==> src/rtl/paddle_ctrl.sv <==
// paddle_ctrl: debounced-free button paddle mover with tick-paced FSM.
// Optional step acceleration when PADDLE_ACCEL_EN is defined.
module paddle_ctrl #(
  parameter int WIDTH      = 10,
  parameter int Y_MIN      = 28,
  parameter int Y_MAX      = 473,
  parameter int HEIGHT     = 40,
  parameter int Y_START    = 220,
  parameter int TICK_DIV   = 200000,
  parameter int STEP       = 3,
  parameter int STEP_MAX   = 9,
  parameter int RAMP_TICKS = 8
) (
  input  logic             clock,
  input  logic             reset,
  input  logic             up_n,
  input  logic             down_n,
  input  logic             restart,
  input  logic             enable,
  output logic [WIDTH-1:0] y_top,
  output logic [WIDTH-1:0] y_bot,
  output logic             moving,
  output logic             at_limit
);

  typedef enum logic [1:0] {IDLE, UP, DOWN} state_t;

  localparam int EW = WIDTH + 1;
  localparam int TW = (TICK_DIV > 1) ? $clog2(TICK_DIV) : 1;
  localparam logic [TW-1:0] TICK_LAST = TW'(TICK_DIV - 1);
  localparam logic [EW-1:0] E_MIN = EW'(Y_MIN);
  localparam logic [EW-1:0] E_MAX = EW'(Y_MAX);
  localparam logic [EW-1:0] E_H = EW'(HEIGHT);
  localparam logic [WIDTH-1:0] W_MIN = WIDTH'(Y_MIN);
  localparam logic [WIDTH-1:0] W_MAX = WIDTH'(Y_MAX);
  localparam logic [WIDTH-1:0] W_START = WIDTH'(Y_START);
  localparam logic [WIDTH-1:0] W_SBOT = WIDTH'(Y_START + HEIGHT);
  localparam logic [WIDTH-1:0] W_STEP = WIDTH'(STEP);
  localparam logic START_LIM =
    (Y_START == Y_MIN) || (Y_START + HEIGHT == Y_MAX);

  if (Y_START < Y_MIN || Y_START + HEIGHT > Y_MAX ||
      STEP_MAX < STEP || RAMP_TICKS < 1) begin : g_bad_param
    $error("paddle_ctrl: illegal parameter set");
  end

  logic             r_up_s1, r_up_s2, r_dn_s1, r_dn_s2;
  logic [TW-1:0]    r_tick_cnt;
  state_t           r_state, w_state_nxt;
  logic [WIDTH-1:0] r_y_top, r_y_bot;
  logic [WIDTH-1:0] w_top_nxt, w_bot_nxt, w_step;
  logic             r_moving, r_at_limit;
  logic             w_tick, w_up, w_dn, w_rev;
  logic             w_moved, w_lim_nxt;
  logic [EW-1:0]    w_step_e, w_up_cand, w_dn_sum, w_dn_cand;

  assign w_up   = ~r_up_s2;
  assign w_dn   = ~r_dn_s2;
  assign w_tick = enable & (r_tick_cnt == TICK_LAST);
  assign w_rev  = (r_state == UP && w_state_nxt == DOWN) ||
                  (r_state == DOWN && w_state_nxt == UP);

`ifdef PADDLE_ACCEL_EN
  localparam int RW = $clog2(RAMP_TICKS + 1);
  localparam logic [RW-1:0] RAMP_LAST = RW'(RAMP_TICKS);
  localparam logic [EW-1:0] E_STEP = EW'(STEP);
  localparam logic [EW-1:0] E_SMAX = EW'(STEP_MAX);

  logic [WIDTH-1:0] r_step, w_step_nxt;
  logic [RW-1:0]    r_ramp, w_ramp_nxt, w_ramp_inc;
  logic [EW-1:0]    w_step_sum;

  assign w_step = w_rev ? W_STEP : r_step;

  // Ramp step after enough consecutive moves; reload on any stall.
  always_comb begin
    w_step_nxt = r_step;
    w_ramp_nxt = r_ramp;
    w_ramp_inc = (w_rev ? '0 : r_ramp) + RW'(1);
    w_step_sum = {1'b0, w_step} + E_STEP;
    if (!enable || (w_tick && !w_moved)) begin
      w_step_nxt = W_STEP;
      w_ramp_nxt = '0;
    end else if (w_tick) begin
      if (w_ramp_inc == RAMP_LAST) begin
        w_step_nxt = (w_step_sum > E_SMAX) ?
                     WIDTH'(STEP_MAX) : w_step_sum[WIDTH-1:0];
        w_ramp_nxt = '0;
      end else begin
        w_step_nxt = w_step;
        w_ramp_nxt = w_ramp_inc;
      end
    end
  end

  // Step and ramp registers; restart behaves like reset.
  always_ff @(posedge clock) begin
    if (!reset || restart) begin
      r_step <= W_STEP;
      r_ramp <= '0;
    end else begin
      r_step <= w_step_nxt;
      r_ramp <= w_ramp_nxt;
    end
  end
`else
  assign w_step = W_STEP;
`endif

  // Two-flop synchronizers for the asynchronous buttons.
  always_ff @(posedge clock) begin
    if (!reset) begin
      r_up_s1 <= 1'b1;
      r_up_s2 <= 1'b1;
      r_dn_s1 <= 1'b1;
      r_dn_s2 <= 1'b1;
    end else begin
      r_up_s1 <= up_n;
      r_up_s2 <= r_up_s1;
      r_dn_s1 <= down_n;
      r_dn_s2 <= r_dn_s1;
    end
  end

  // FSM state register.
  always_ff @(posedge clock) begin
    if (!reset || restart) r_state <= IDLE;
    else                   r_state <= w_state_nxt;
  end

  // Next state: only tick cycles decide direction.
  always_comb begin
    w_state_nxt = r_state;
    if (!enable) begin
      w_state_nxt = IDLE;
    end else if (w_tick) begin
      unique case (1'b1)
        (w_up && !w_dn): w_state_nxt = UP;
        (w_dn && !w_up): w_state_nxt = DOWN;
        default:         w_state_nxt = IDLE;
      endcase
    end
  end

  // Clamped candidate positions, one bit wider to avoid wrap.
  always_comb begin
    w_step_e  = {1'b0, w_step};
    w_up_cand = ({1'b0, r_y_top} < E_MIN + w_step_e) ?
                E_MIN : {1'b0, r_y_top} - w_step_e;
    w_dn_sum  = {1'b0, r_y_bot} + w_step_e;
    w_dn_cand = (w_dn_sum > E_MAX) ? E_MAX : w_dn_sum;
    w_top_nxt = r_y_top;
    w_bot_nxt = r_y_bot;
    if (w_tick && w_state_nxt == UP) begin
      w_top_nxt = w_up_cand[WIDTH-1:0];
      w_bot_nxt = WIDTH'(w_up_cand + E_H);
    end else if (w_tick && w_state_nxt == DOWN) begin
      w_bot_nxt = w_dn_cand[WIDTH-1:0];
      w_top_nxt = WIDTH'(w_dn_cand - E_H);
    end
    w_moved   = (w_top_nxt != r_y_top);
    w_lim_nxt = (w_top_nxt == W_MIN) || (w_bot_nxt == W_MAX);
  end

  // Tick divider; parked at zero while disabled.
  always_ff @(posedge clock) begin
    if (!reset || restart || !enable) r_tick_cnt <= '0;
    else if (w_tick)                  r_tick_cnt <= '0;
    else                              r_tick_cnt <= r_tick_cnt + TW'(1);
  end

  // Position and status outputs.
  always_ff @(posedge clock) begin
    if (!reset || restart) begin
      r_y_top    <= W_START;
      r_y_bot    <= W_SBOT;
      r_moving   <= 1'b0;
      r_at_limit <= START_LIM;
    end else begin
      r_y_top    <= w_top_nxt;
      r_y_bot    <= w_bot_nxt;
      r_at_limit <= w_lim_nxt;
      if (!enable)     r_moving <= 1'b0;
      else if (w_tick) r_moving <= w_moved;
    end
  end

  assign y_top    = r_y_top;
  assign y_bot    = r_y_bot;
  assign moving   = r_moving;
  assign at_limit = r_at_limit;

endmodule

==> config.mk <==
export PLATFORM = sky130hd
export DESIGN_NAME = paddle_ctrl
export DESIGN_NICKNAME = d
export VERILOG_FILES = /design/src/rtl/paddle_ctrl.sv
export SDC_FILE = /design/constraint.sdc
export NUM_CORES = 1
export LEC_CHECK = 0
export ABC_AREA = 0
export BUFFER_PORTS_ARGS = -buffer_cell sky130_fd_sc_hd__buf_2
export CAP_MARGIN = 20
export CORE_MARGIN = 2
export CORE_UTILIZATION = 40
export DETAILED_ROUTE_END_ITERATION = 10
export SLEW_MARGIN = 20
export SYNTH_ARGS = -nofsm -noshare
export SYNTH_HDL_FRONTEND = slang
export SYNTH_SLANG_ARGS = --single-unit
==> constraint.sdc <==
create_clock -name clock -period 4.89 [get_ports clock]
set_clock_uncertainty 0.05 [all_clocks]
set_input_delay 0.489 -clock clock [delete_from_list [all_inputs] [get_ports clock]]
set_output_delay 0.489 -clock clock [all_outputs]
set_load 0.05 [all_outputs]
# Yosys cells after proc, flatten, opt, wreduce, memory -nomap -nowiden
# Cells that the tools add are included.
classes:
  add_sub_neg: 5
  n_mul: 0
  div_mod_pow: 0
  magnitude_cmp: 2
  eq_ne: 6
  n_shift: 0
  mux: 9
  bitwise_logic: 4
  reduce_logical: 11
ops:
  columns: ["operator", "count"]
  rows:
  - ["10-bit two-way mux", 6]
  - ["18-bit by 1-bit adder with 18-bit output, second input constant", 1]
  - ["18-bit == test, second input constant", 1]
  - ["10-bit by 2-bit adder with 11-bit output, second input constant", 1]
  - ["11-bit by 9-bit > comparator with 1-bit output, second input constant", 1]
  - ["10-bit by 6-bit adder with 10-bit output, second input constant", 1]
  - ["10-bit by 5-bit == test with 1-bit output, second input constant", 1]
  - ["10-bit by 9-bit == test with 1-bit output, second input constant", 1]
  - ["10-bit by 5-bit less-than comparator with 1-bit output, second input constant", 1]
  - ["10-bit inequality test", 1]
  - ["10-bit by 2-bit subtractor with 10-bit output, second input constant", 1]
  - ["10-bit by 6-bit subtractor with 10-bit output, second input constant", 1]
  - ["1-bit logical AND", 4]
  - ["2-bit two-way mux", 2]
  - ["2-bit one-hot mux with 2 select lines", 1]
  - ["2-bit OR reduction", 2]
  - ["1-bit logical OR", 3]
  - ["1-bit inverter", 3]
  - ["2-bit by 1-bit == test with 1-bit output, second input constant", 1]
  - ["2-bit == test, second input constant", 1]
  - ["1-bit logical NOT", 2]
  - ["1-bit bitwise AND", 1]
word_totals:
  ff_bits: 46
  latchBits: 0
  ramBits: 0
  mem_bits_ro: 0
  inputBits: 6
  output_inout_bits: 22
  word_cells: 47
  n_memories: 0

# Longest topological paths before layout
# Gate-level depths: netlist of run 1.
logic_depth:
  word_depth: 11
  mapped_depth: 17
  depth_no_buf: 16

# Worst setup path after synthesis of run 1
# No wires, ideal clock.
synth_timing:
  path_type: "flip-flop to flip-flop"
  from: "reg r_y_bot[0], in the netlist y_bot[0]"
  to: "reg r_at_limit, in the netlist at_limit"
  setup_time_ps: 96
  t_arrival_ps: 4077
  required_ps: 4744
  slack_ps: 668
  path_stages_with_launch: 18
  n_path_buf: 1
  period_less_slack_ps: 4222
  cell_sequence: "dfxtp_1 buf_4 inv_1 ha_1 nand3b_1 xor2_1 o31a_1 o21ai_0 nor2_1 ha_1 a21bo_2 a2bb2oi_1 o221ai_1 a311o_1 a211o_1 a211oi_1 nand4_1 o41ai_2"
synth_between:
  elab_chain_len: 8
  word_cells_on_any_way: 11
  cone_classes: "add/sub (2); order compare (1); eq/ne (2); mux (5); reduce/logical (1)"
synth_lines:
  columns: ["element", "line", "source"]
  rows:
  - ["start, declared", "50", "logic [WIDTH-1:0] r_y_top, r_y_bot;"]
  - ["start signal, assigned", "181", "r_y_bot <= w_bot_nxt;"]
  - ["10-bit by 2-bit adder with 11-bit output", "150", "w_dn_sum = {1'b0, r_y_bot} + w_step_e;"]
  - ["11-bit by 9-bit > comparator with 1-bit output", "151", "w_dn_cand = (w_dn_sum > E_MAX) ? E_MAX : w_dn_sum;"]
  - ["10-bit two-way mux", "151", null]
  - ["10-bit by 6-bit subtractor with 10-bit output", "159", "w_top_nxt = WIDTH'(w_dn_cand - E_H);"]
  - ["10-bit two-way mux", "157", "end else if (w_tick && w_state_nxt == DOWN) begin"]
  - ["10-bit two-way mux", "154", "if (w_tick && w_state_nxt == UP) begin"]
  - ["10-bit by 5-bit == test with 1-bit output", "162", "w_lim_nxt = (w_top_nxt == W_MIN) || (w_bot_nxt == W_MAX);"]
  - ["1-bit logical OR (*)", "162", null]
  - ["end signal, assigned", "182", "r_at_limit <= w_lim_nxt;"]
  - ["end, declared", "52", "logic r_moving, r_at_limit;"]
# Every way passes the cells marked *; elsewhere a longest branch is shown, timed or not.
# A chain may end at the register's enable or synchronous reset.

# Final worst setup path of run 1
# Ends and elaborated chain as after synthesis.

==> metrics.md, run 1 <==
| Metric | Value |
|---|---|
| Worst-Skew Late Latency | 0.31 ns |
| Post-Synthesis Cell Area | ~3400 µm² |
| Synth-to-Final Area Change | 7.00% |
| Count of different cell masters after synthesis | 78 |
| Worst setup EP type | flip-flop |
| Post-synth top area share | 26.1% |
| First-pass GRT wire length | 14500 µm |
| Worst Hold Class | input pin to flip-flop |
| Routability Congestion | roughly 0.88 |
| CP arrival | between 4 and 5 ns |
| Final nets | around 440 |
| Overall Power | roughly 0.68 mW |
| Total core area | slightly above 8000 µm² |
| Main synth FF type | dfxtp_1 |
| Register bit total from synthesis | 44 |
| Post-CTS Hold Buffers | 0 |
| Top-Level Pins | 28 |
| Minimum clock period | 4.29 ns |
| R2R Setup Slk | between 0.5 and 0.6 ns |
| RSZ-0062 raised after global routing | false |
| Sum of negative setup slack | 0 ns |
| Gr usage total | approximately a fifth |
| Ant. Diodes | 0 |
| Hold Startpoint | down_n |
| Peak VDD IR | 0.000124 V |
| Drt first pass iters | 5 |
| Leading area contributor after synthesis | dfxtp_1 |
| Asr flop ratio synth | 0% |
| Mapped Nets | around 430 |
| Startpoint Class | flip-flop |
| Pwr dens | around 190 nW/µm² |
| Vias in the first global route | 2776 |
| Cts bufs inserted | 5 |
| Sequential area share after synthesis | 26.1% |
| Fin area | between 3000 and 4000 µm² |
| Clock buffer depth | 2 |
| Slew HR | 43.5% |
| Pre-CTS WS | around 0.66 ns |
| ANT nets after route | 0 |
| Hold endpoint | r_dn_s1 |
| DR DRC count | 0 |
| Die Y | 95.9 µm |
| Synthesized instance count | about 420 |
| Post-CTS Setup Bufs | 0 |
| Slew Limit Fails | 0 |
| Initial antenna violation count | 0 |
| Clk slew on worst S/H paths | around 0.090 ns |
| Clock sinks | 44 |
| CTS Root Cell | clkbuf_8 |
| Number of port buffers | 27 |
| Wire length per cell | roughly 17 µm |
| Post-route setup slack | 0.598 ns |
| Via Count | 3157 |
| Global route total overflow | 0 |
| Initial Util | approximately two fifths |
| Post_cts resized | 0 |
| Post-synth EDFFs | 0 |
| Final Hold Viols | 0 |
| Hpwl dp | about 6700 µm |
| Die width | roughly 96 µm |
| Max Clock Freq | ~230 MHz |
| RR Endpoint | at_limit |
| Post-Route WL | between 9000 and 10000 µm |
| First DRT Iteration DRCs | around 240 |
| Vias per cell | roughly 6 |
| H-tree depth | 2 |
| Hold Path Depth | 2 |
| Reg2Reg Launch Point | y_bot[0] |
| Crit share post-route | around 88% |
| Worst slew pin tran | between 0.8 and 0.9 ns |
| Ratio of cells with drive above 1 in the final layout | 16.9% |
| Area contributors post-synth | dfxtp_1, xnor2_1, nor2_1 |
| Avg Inst Size Synth | 8.06 µm² |
| CP Max Fanout | 16 |
| Die Area | just over 9000 µm² |
| Pin count of the biggest net entering global routing | 21 |
| Worst hold slack | 0.310 ns |
| DP Area | between 3000 and 4000 µm² |
| Max_cap viols | 0 |
| Leak Pwr | approximately 1.4 nW |
| Status | complete, no violations |
| Critical Path RT | 5.06 ns |
| Site row count | 33 |
| Critical Setup Path Class | flip-flop to flip-flop |
| Register-to-Register Path Depth | 16 |
| Final Setup Violations | 0 |
| Yosys warns | 0 |
| CTS tree | built |
[flip-flops by register name (all words and copies together), names as in the netlist]
name        flops
moving          1
r_up_s1         1
r_tick_cnt     18
r_dn_s1         1
at_limit        1
r_dn_s2         1
r_up_s2         1
y_top          10
y_bot          10
[cell families after synthesis]
kind of cell | after synthesis | synth area share (%)
fa+ha+maj | 6 | 2.22
buf+inv | 39 | 6.81
simple gates | 187 | 31.2
xor+xnor | 36 | 9.33
compound gates | 95 | 20.5
mux | 12 | 3.89
flops | 44 | 26.1
[synth_stat cells (6+ instances only)]
cell / number
a21oi_1: 15
and2_1: 11
and3_1: 17
buf_2: 8
buf_4: 7
dfxtp_1: 44
ha_1: 6
inv_1: 13
nand2_1: 33
nand2b_1: 7
nand3_1: 16
nand4_1: 9
nor2_1: 44
o2111ai_1: 7
o211ai_1: 7
o21ai_0: 15
xnor2_1: 20
xor2_1: 16
[power by group]
| group | total (mW) | switching [mW] | internal, mW |
|---|---|---|---|
| registers | 0.361 | 0.000735 | 0.360 |
| clock network | 0.311 | 0.144 | 0.167 |
| logic | 0.0122 | 0.00831 | 0.00393 |
| total | 0.684 | 0.153 | 0.531 |
[metrics by stage]
stage | std cells | util [%]
floorplan | 419 | -
global placement | 529 | 42.5
detailed placement | 529 | 42.5
CTS | 537 | 44.0
global route | 537 | 44.0
finish | 537 | 44.0
[critical path: stages (launching register included)]
cell	delay, ns
dfxtp_1	0.34
inv_1	0.07
ha_1	0.39
nand3b_1	0.26
xor2_1	0.19
o31a_1	0.37
o21ai_0	0.43
nor2_1	0.08
ha_1	0.28
a21bo_2	0.24
a2bb2oi_1	0.20
o221ai_1	0.18
a311o_1	0.41
a211o_1	0.31
a211oi_1	0.18
nand4_1	0.14
o41ai_2	0.08
[worst max path at each step]
stage | from | end | slack (ns) | cells after the start
2_1_floorplan | y_bot[0] | at_limit | 0.67 | 17
3_3_place_gp | y_bot[0] | at_limit | 0.86 | 16
3_5_place_dp | y_bot[0] | at_limit | 0.66 | 16
4_1_cts | y_bot[0] | at_limit | 0.62 | 16
5_1_grt | y_bot[0] | at_limit | 0.28 | 16
6_report | y_bot[0] | at_limit | 0.60 | 16
[placed cells by master (no fill, tap or decap), types with 6 or more instances in the layout]
master	Yosys	final
ha_1	6	6
o21ai_0	15	15
nand2_1	33	33
o2111ai_1	7	7
nand3_1	16	16
and2_1	11	11
clkbuf_8	0	6
nand2b_1	7	7
inv_1	13	13
a21oi_1	15	15
dfxtp_1	44	44
nand4_1	9	9
nor2_1	44	44
buf_2	8	27
o211ai_1	7	7
xor2_1	16	16
xnor2_1	20	20
and3_1	17	17
[cell type report]
cell class	instances	area, µm²
fillers	858	4600
multi-input cells	336	2270
flip-flops and latches	44	881
repair buffers	31	165
well taps	105	131
clock buffers	6	82.6
inverters	13	48.8
clock inverters	2	38.8
[routing by layer]
metal | track usage (%) | share of wire (%)
met5 | 0 | 0
met4 | 5.12 | 1.0
met3 | 2.43 | 3.9
met2 | 30.5 | 44
met1 | 30.6 | 51
(Power assumes the default switching activity.)
==> run 2, diff against run 1 <==
CORE_UTILIZATION = 56   (was 40)
PLACE_DENSITY = 0.79   (was default)
==> run 2 against run 1 <==
Sequential power hardly changed. Sequential cell count did not move. Worst hold slack improved by 0.0052 ns. Clock power decreased by 5%. Die area down 27%. Global-route usage increased by 6.8 points. Register-to-register slack got worse by 0.34 ns. Count of clock-buffer cells in the layout shrank 1. Design area decreased by 2.0%. Total power decreased by 2.4%.
==> metrics.md, run 2 (same netlist as run 1, synthesis figures left out) <==
| Metric | Value |
|---|---|
| Status | complete, no violations |
| Leak Pwr | 1.41 nW (-1.6%) |
| Minimum clock period | 4.63 ns (+0.341 ns) |
| CTS tree | built |
| Clock buffer depth | 2 (unchanged) |
| CTS Root Cell | clkbuf_8 |
| Crit-path slowest cell | dfxtp_1 |
| Switching Fraction | 22.4% (+0.075 points) |
| Die width | 81.7 µm (-15%) |
| Max Clock Freq | 216 MHz (-7.4%) |
| Register-to-Register Path Depth | 16 (unchanged) |
| Most frequent CP cell | ha_1 |
| Crit path cell chain | inv_1 > ha_1 > nand3b_1 > xor2_1 > o31a_1 > o21ai_0 > nor2_1 > ha_1 > a21bo_2 > a2bb2oi_1 > o221ai_1 > a311o_1 > a211o_1 > a211oi_1 > nand4_1 > o41ai_2 |
| Startpoint Class | flip-flop |
| Top-Level Pins | 28 (unchanged) |
| Routability Congestion | 0.911 (+3.4%) |
| Gr usage total | 27.1% (+6.8 points) |
| Crit share post-route | 94.8% (+7.0 points) |
| Site row count | 28 (-15%) |
| RR Endpoint | at_limit |
| Hold Startpoint | down_n |
| Combinational power share | 1.8% (about the same) |
| Largest stage delay, worst path | 0.61 ns (+0.18 ns) |
| Worst setup EP type | flip-flop |
| Die Area | 6670 µm² (-27%) |
| Pin count of the biggest net entering global routing | 21 (unchanged) |
| First DRT Iteration DRCs | 309 (+30%) |
| Drt first pass iters | 5 (unchanged) |
| Sum of negative setup slack | 0 ns (unchanged) |
| Cts bufs inserted | 5 (unchanged) |
| Final Setup Violations | 0 (unchanged) |
| Worst Hold Class | input pin to flip-flop |
| Hold Path Depth | 2 (unchanged) |
| Max_cap viols | 0 (unchanged) |
| Slew HR | 42.4% (-1.0 points) |
| Reg2Reg Launch Point | y_bot[1] |
| Final Hold Viols | 0 (unchanged) |
| Worst slew pin tran | 0.862 ns (+0.0155 ns) |
| Slew Limit Fails | 0 (unchanged) |
| Post-CTS Setup Bufs | 0 (unchanged) |
| Global route total overflow | 0 (unchanged) |
| DR DRC count | 0 (unchanged) |
| Ratio of cells with drive above 1 in the final layout | 16.4% (-0.54 points) |
| Clock sinks | 44 (unchanged) |
| Ant. Diodes | 0 (unchanged) |
| R2R Setup Slk | 0.26 ns (-0.34 ns) |
| Internal power | 0.518 mW (-2.5%) |
| Peak VDD IR | 0.000154 V (+24%) |
| Commonest non-fill, non-tap cells in the layout | nor2_1, dfxtp_1, nand2_1 |
| Worst-Skew Late Latency | 0.31 ns (about the same) |
| Initial Util | 57.4% (+16 points) |
| Max reg flops | 18 (unchanged) |
| Net Switching | 0.149 mW (-2.1%) |
| Initial antenna violation count | 0 (unchanged) |
| Via Count | 3292 (+4.3%) |
| RSZ-0062 raised after global routing | false |
| Fillers | 526 (-39%) |
| H-tree depth | 2 (unchanged) |
| Vias per cell | 6.54 (+11%) |
| Post-CTS Hold Buffers | 0 (unchanged) |
| Critical Path RT | 5.06 ns (about the same) |
| Number of port buffers | 27 (unchanged) |
| Final nets | 439 (-0.90%) |
| Vias in the first global route | 2972 (+7.1%) |
| Sequential share of power | 54.1% (+1.4 points) |
| ANT nets after route | 0 (unchanged) |
| CP Max Fanout | 16 (unchanged) |
| Non-filler instance count after layout | 503 (-6.3%) |
| First-pass GRT wire length | 14000 µm (-3.0%) |
| Die Y | 81.7 µm (-15%) |
| Pwr dens | 188 nW/µm² (-0.46%) |
| Total core area | 5890 µm² (-28%) |
| Synth-to-Final Area Change | 4.89% |
| CP arrival | 4.81 ns (+0.35 ns) |
| Hold endpoint | r_dn_s1 |
| Dpl cells | 495 (-6.4%) |
| Post-Route WL | 8740 µm (-4.4%) |
| Wire length per cell | 17.4 µm (+2.1%) |
| Multi-input gate area | 2270 µm² (unchanged) |
| Critical Setup Path Class | flip-flop to flip-flop |
| Hpwl dp | 6440 µm (-4.0%) |
| Most common cell after layout, fill and taps aside | nor2_1 |
| Biggest register | r_tick_cnt |
| FF/Latch Area | 882 µm² (+0.14%) |
| Clk slew on worst S/H paths | 0.09 ns (about the same) |
| Clk pwr share | 44.1% (-1.4 points) |
run 2: power groups by stage:
stage | Clock [mW] | Sequential (mW) | Combinational [mW]
finish | 0.294 | 0.361 | 0.0123
global route | 0.311 | 0.361 | 0.0137
CTS | 0.295 | 0.361 | 0.0122
detailed placement | 0 | 0.369 | 0.0122
global placement | 0 | 0.369 | 0.0121
floorplan | 0 | 0.369 | 0.00720
run 2: area by class of cell:
cell class / count / area share, %
Inverter: 13 / 1.38
Multi-Input combinational cell: 336 / 64.0
Clock buffer: 5 / 1.94
Tap cell: 75 / 2.65
Timing Repair Buffer: 27 / 3.81
Clock inverter: 3 / 1.34
Sequential cell: 44 / 24.9
run 2: stage by stage:
stage	worst slack [ns]	hold WS (ns)	util, %	power (mW)	cell area (µm²)
after floorplan	0.668	0.336	-	0.376	3380
after global placement	0.585	0.339	58.2	0.381	3430
after detailed placement	0.310	0.342	58.2	0.381	3430
after CTS	0.266	0.316	60.2	0.668	3540
after global routing	0.0296	0.333	60.2	0.685	3540
final	0.257	0.315	60.2	0.667	3540
run 2: layer usage:
metal  GRT usage (%)  vias to the layer above  part of all wire [%]
li1                -                     1542                     -
met1            34.4                     1565                    42
met2            43.5                      151                    46
met3            5.38                       34                   6.9
met4            14.2                        0                   4.6
met5               0                        -                     0
run 2: critical path, delay by kind of cell (launching register included):
kind | cells | cell delay, ns
flops | 1 | 0.61
simple gates | 3 | 0.49
buf+inv | 1 | 0.11
xor+xnor | 1 | 0.19
compound gates | 9 | 2.43
fa+ha+maj | 2 | 0.66
run 2: how the worst max path moves through the flow:
stage / startpoint / slack (ns) / depth (start not counted) / to
6_report: y_bot[1] / 0.26 / 16 / at_limit
4_1_cts: y_bot[0] / 0.27 / 16 / at_limit
5_1_grt: y_bot[1] / 0.03 / 16 / at_limit
3_3_place_gp: y_bot[0] / 0.58 / 16 / at_limit
3_5_place_dp: y_bot[0] / 0.31 / 16 / at_limit
2_1_floorplan: y_bot[0] / 0.67 / 17 / at_limit
run 2: repair_timing:
item | 4_1_cts | 5_1_grt
resized for setup | 0 | 1
endpoints found under the setup margin | 0 | 1
endpoints found under the hold margin | 0 | 0
==> run 3, diff against run 2 <==
PLACE_DENSITY = 0.75   (was 0.79)
==> run 3 against run 2 <==
Non-clock buffer count is the same. Largest power group unchanged. Largest cell class unchanged. Sequential cell count is the same. Sequential share of layout area shrank 0.062 points. Sequential power is essentially flat. Critical path depth is the same. Maximum frequency grew 1.9%. Routed wire length shrank 3.3%. Design area grew 0.11%. Clock power grew 1%. Worst hold slack gained 0.0050 ns.
==> metrics.md, run 3 (same netlist as run 1, synthesis figures left out) <==
| Metric | Value |
|---|---|
| Crit share post-route | 93.0% (-1.8 points) |
| Critical path buffer and inverter count | 1 (unchanged) |
| Status | complete, no violations |
| Fillers | 537 (+2.1%) |
| Wire length per cell | 16.8 µm (-3.3%) |
| FF/Latch Area | 881 µm² (-0.14%) |
| Synth-to-Final Area Change | 5.00% |
| Largest stage delay, worst path | 0.62 ns (about the same) |
| CTS Root Cell | clkbuf_8 |
| Slew Limit Fails | 0 (unchanged) |
| Initial antenna violation count | 0 (unchanged) |
| Global route total overflow | 0 (unchanged) |
| Routability Congestion | 0.956 (+4.9%) |
| CP top delay family | compound AO/OA/AOI/OAI gates |
| DR DRC count | 0 (unchanged) |
| First-pass GRT wire length | 13300 µm (-5.3%) |
| First DRT Iteration DRCs | 290 (-6.1%) |
| RSZ-0062 raised after global routing | false |
| Worst Hold Class | input pin to flip-flop |
| Pre-CTS WS | 0.381 ns (+0.0705 ns) |
| Critical Setup Path Class | flip-flop to flip-flop |
| Slew HR | 42.1% (-0.34 points) |
| Final Setup Violations | 0 (unchanged) |
| ANT nets after route | 0 (unchanged) |
| CP Max Fanout | 16 (unchanged) |
| Overall Power | 0.671 mW (+0.60%) |
| Reg2Reg Launch Point | y_bot[0] |
| Worst slew pin tran | 0.867 ns (+0.00504 ns) |
| Die width | 81.7 µm (unchanged) |
| Via Count | 3138 (-4.7%) |
| Gr usage total | 25.7% (-1.4 points) |
| Drt first pass iters | 5 (unchanged) |
| Pwr dens | 189 nW/µm² (+0.49%) |
| Ratio of cells with drive above 1 in the final layout | 16.1% (-0.23 points) |
| Multi-input gate area | 2270 µm² (unchanged) |
| Commonest non-fill, non-tap cells in the layout | nor2_1, dfxtp_1, nand2_1 |
| Clk slew on worst S/H paths | 0.09 ns (about the same) |
| R2R Setup Slk | 0.34 ns (+0.09 ns) |
| Max Clock Freq | 220 MHz (+1.9%) |
| Final nets | 439 (unchanged) |
| Biggest register | r_tick_cnt |
| Max reg flops | 18 (unchanged) |
| Initial Util | 57.4% (unchanged) |
| Leak Pwr | 1.41 nW (+0.14%) |
| Register-to-Register Path Depth | 16 (unchanged) |
| Critical Path RT | 5.05 ns (about the same) |
| Worst-Skew Late Latency | 0.30 ns (about the same) |
| Post-CTS Setup Bufs | 0 (unchanged) |
| Die Y | 81.7 µm (unchanged) |
| Dpl cells | 495 (unchanged) |
| Cts bufs inserted | 5 (unchanged) |
| Worst setup EP type | flip-flop |
| Post-route setup slack | 0.343 ns (+0.0861 ns) |
| Clock sinks | 44 (unchanged) |
| CP Depth | 16 (unchanged) |
| Vias in the first global route | 2637 (-11%) |
| Hpwl dp | 6190 µm (-3.8%) |
| Final Hold Viols | 0 (unchanged) |
| Most frequent CP cell | ha_1 |
| Top-Level Pins | 28 (unchanged) |
| Sum of negative setup slack | 0 ns (unchanged) |
| Site row count | 28 (unchanged) |
| Post-Route WL | 8450 µm (-3.3%) |
| Die Area | 6670 µm² (unchanged) |
| Pin count of the biggest net entering global routing | 21 (unchanged) |
| Non-filler instance count after layout | 503 (unchanged) |
| Crit-path slowest cell | dfxtp_1 |
| Minimum clock period | 4.55 ns (-0.0861 ns) |
| Peak VDD IR | 0.000171 V (+11%) |
| Number of port buffers | 27 (unchanged) |
| RR Endpoint | at_limit |
| Startpoint Class | flip-flop |
| Worst hold slack | 0.320 ns (+0.00495 ns) |
| Max_cap viols | 0 (unchanged) |
| Crit path cell chain | inv_1 > ha_1 > nand3b_1 > xor2_1 > o31a_1 > o21a_1 > and2_1 > ha_1 > a21bo_2 > a2bb2oi_1 > o221ai_1 > a311o_1 > a211o_1 > a211oi_1 > nand4_1 > o41ai_2 |
| CP arrival | 4.71 ns (-0.10 ns) |
| CTS tree | built |
| H-tree depth | 2 (unchanged) |
| Clock buffer depth | 2 (unchanged) |
| Total core area | 5890 µm² (unchanged) |
| Vias per cell | 6.24 (-4.7%) |
| Ant. Diodes | 0 (unchanged) |
| Setup crit start | y_bot[0] |
| Worst setup path endpoint | at_limit |
run 3: cell types whose count changed in the layout (fill, tap and decap cells not counted), sizes merged:
cell,change
clkinv,-1
clkbuf,+1
run 3: final cells by class:
cell class	count	area share [%]
Clock buffer	6	2.33
Clock inverter	2	1.09
Inverter	13	1.38
Multi-Input combinational cell	336	63.9
Sequential cell	44	24.8
Tap cell	75	2.65
Timing Repair Buffer	27	3.81
run 3: through the flow:
step	util, %	cell area, µm²
final	60.3	3550
after global routing	60.3	3550
after CTS	60.3	3550
after detailed placement	58.2	3430
after global placement	58.2	3430
after floorplan	-	3380
run 3: worst register-to-register path, delay by kind of cell, from the launching register on:
kind	cells	cell delay, ns
AO/OA/AOI/OAI	9	2.18
flip-flops	1	0.62
AND/OR/NAND/NOR	3	0.58
buffers and inverters	1	0.16
adder cells (fa/ha/maj)	2	0.69
XOR/XNOR	1	0.19
run 3: worst min-delay path by stage:
stage	cells after the start	to	start	slack (ns)
after floorplan	1	r_dn_s2	r_dn_s1	0.34
after global placement	1	r_up_s2	r_up_s1	0.34
after detailed placement	1	r_up_s2	r_up_s1	0.35
after CTS	2	r_dn_s1	down_n	0.31
after global routing	2	r_up_s1	up_n	0.32
final	2	r_dn_s1	down_n	0.32
run 3: repair_timing:
| item | CTS | global route |
|---|---|---|
| setup endpoints to repair | 0 | 1 |
| hold buffers | 0 | 0 |
| gates resized for setup | 0 | 1 |
run 3: report_power, final:
group	leakage [nW]	switching (mW)	internal, mW
registers	0.356	0.000771	0.360
clock network	0.0614	0.131	0.167
logic	0.994	0.00821	0.00392
run 3: per-layer routing:
metal	GRT usage [%]	vias up	part of all wire, %	routed length (µm)
met4	7.17	0	1.9	158
met1	39.1	1443	48	4070
met2	37.2	144	43	3640
met3	4.18	17	6.8	577
met5	0	-	0	0
li1	-	1534	-	-
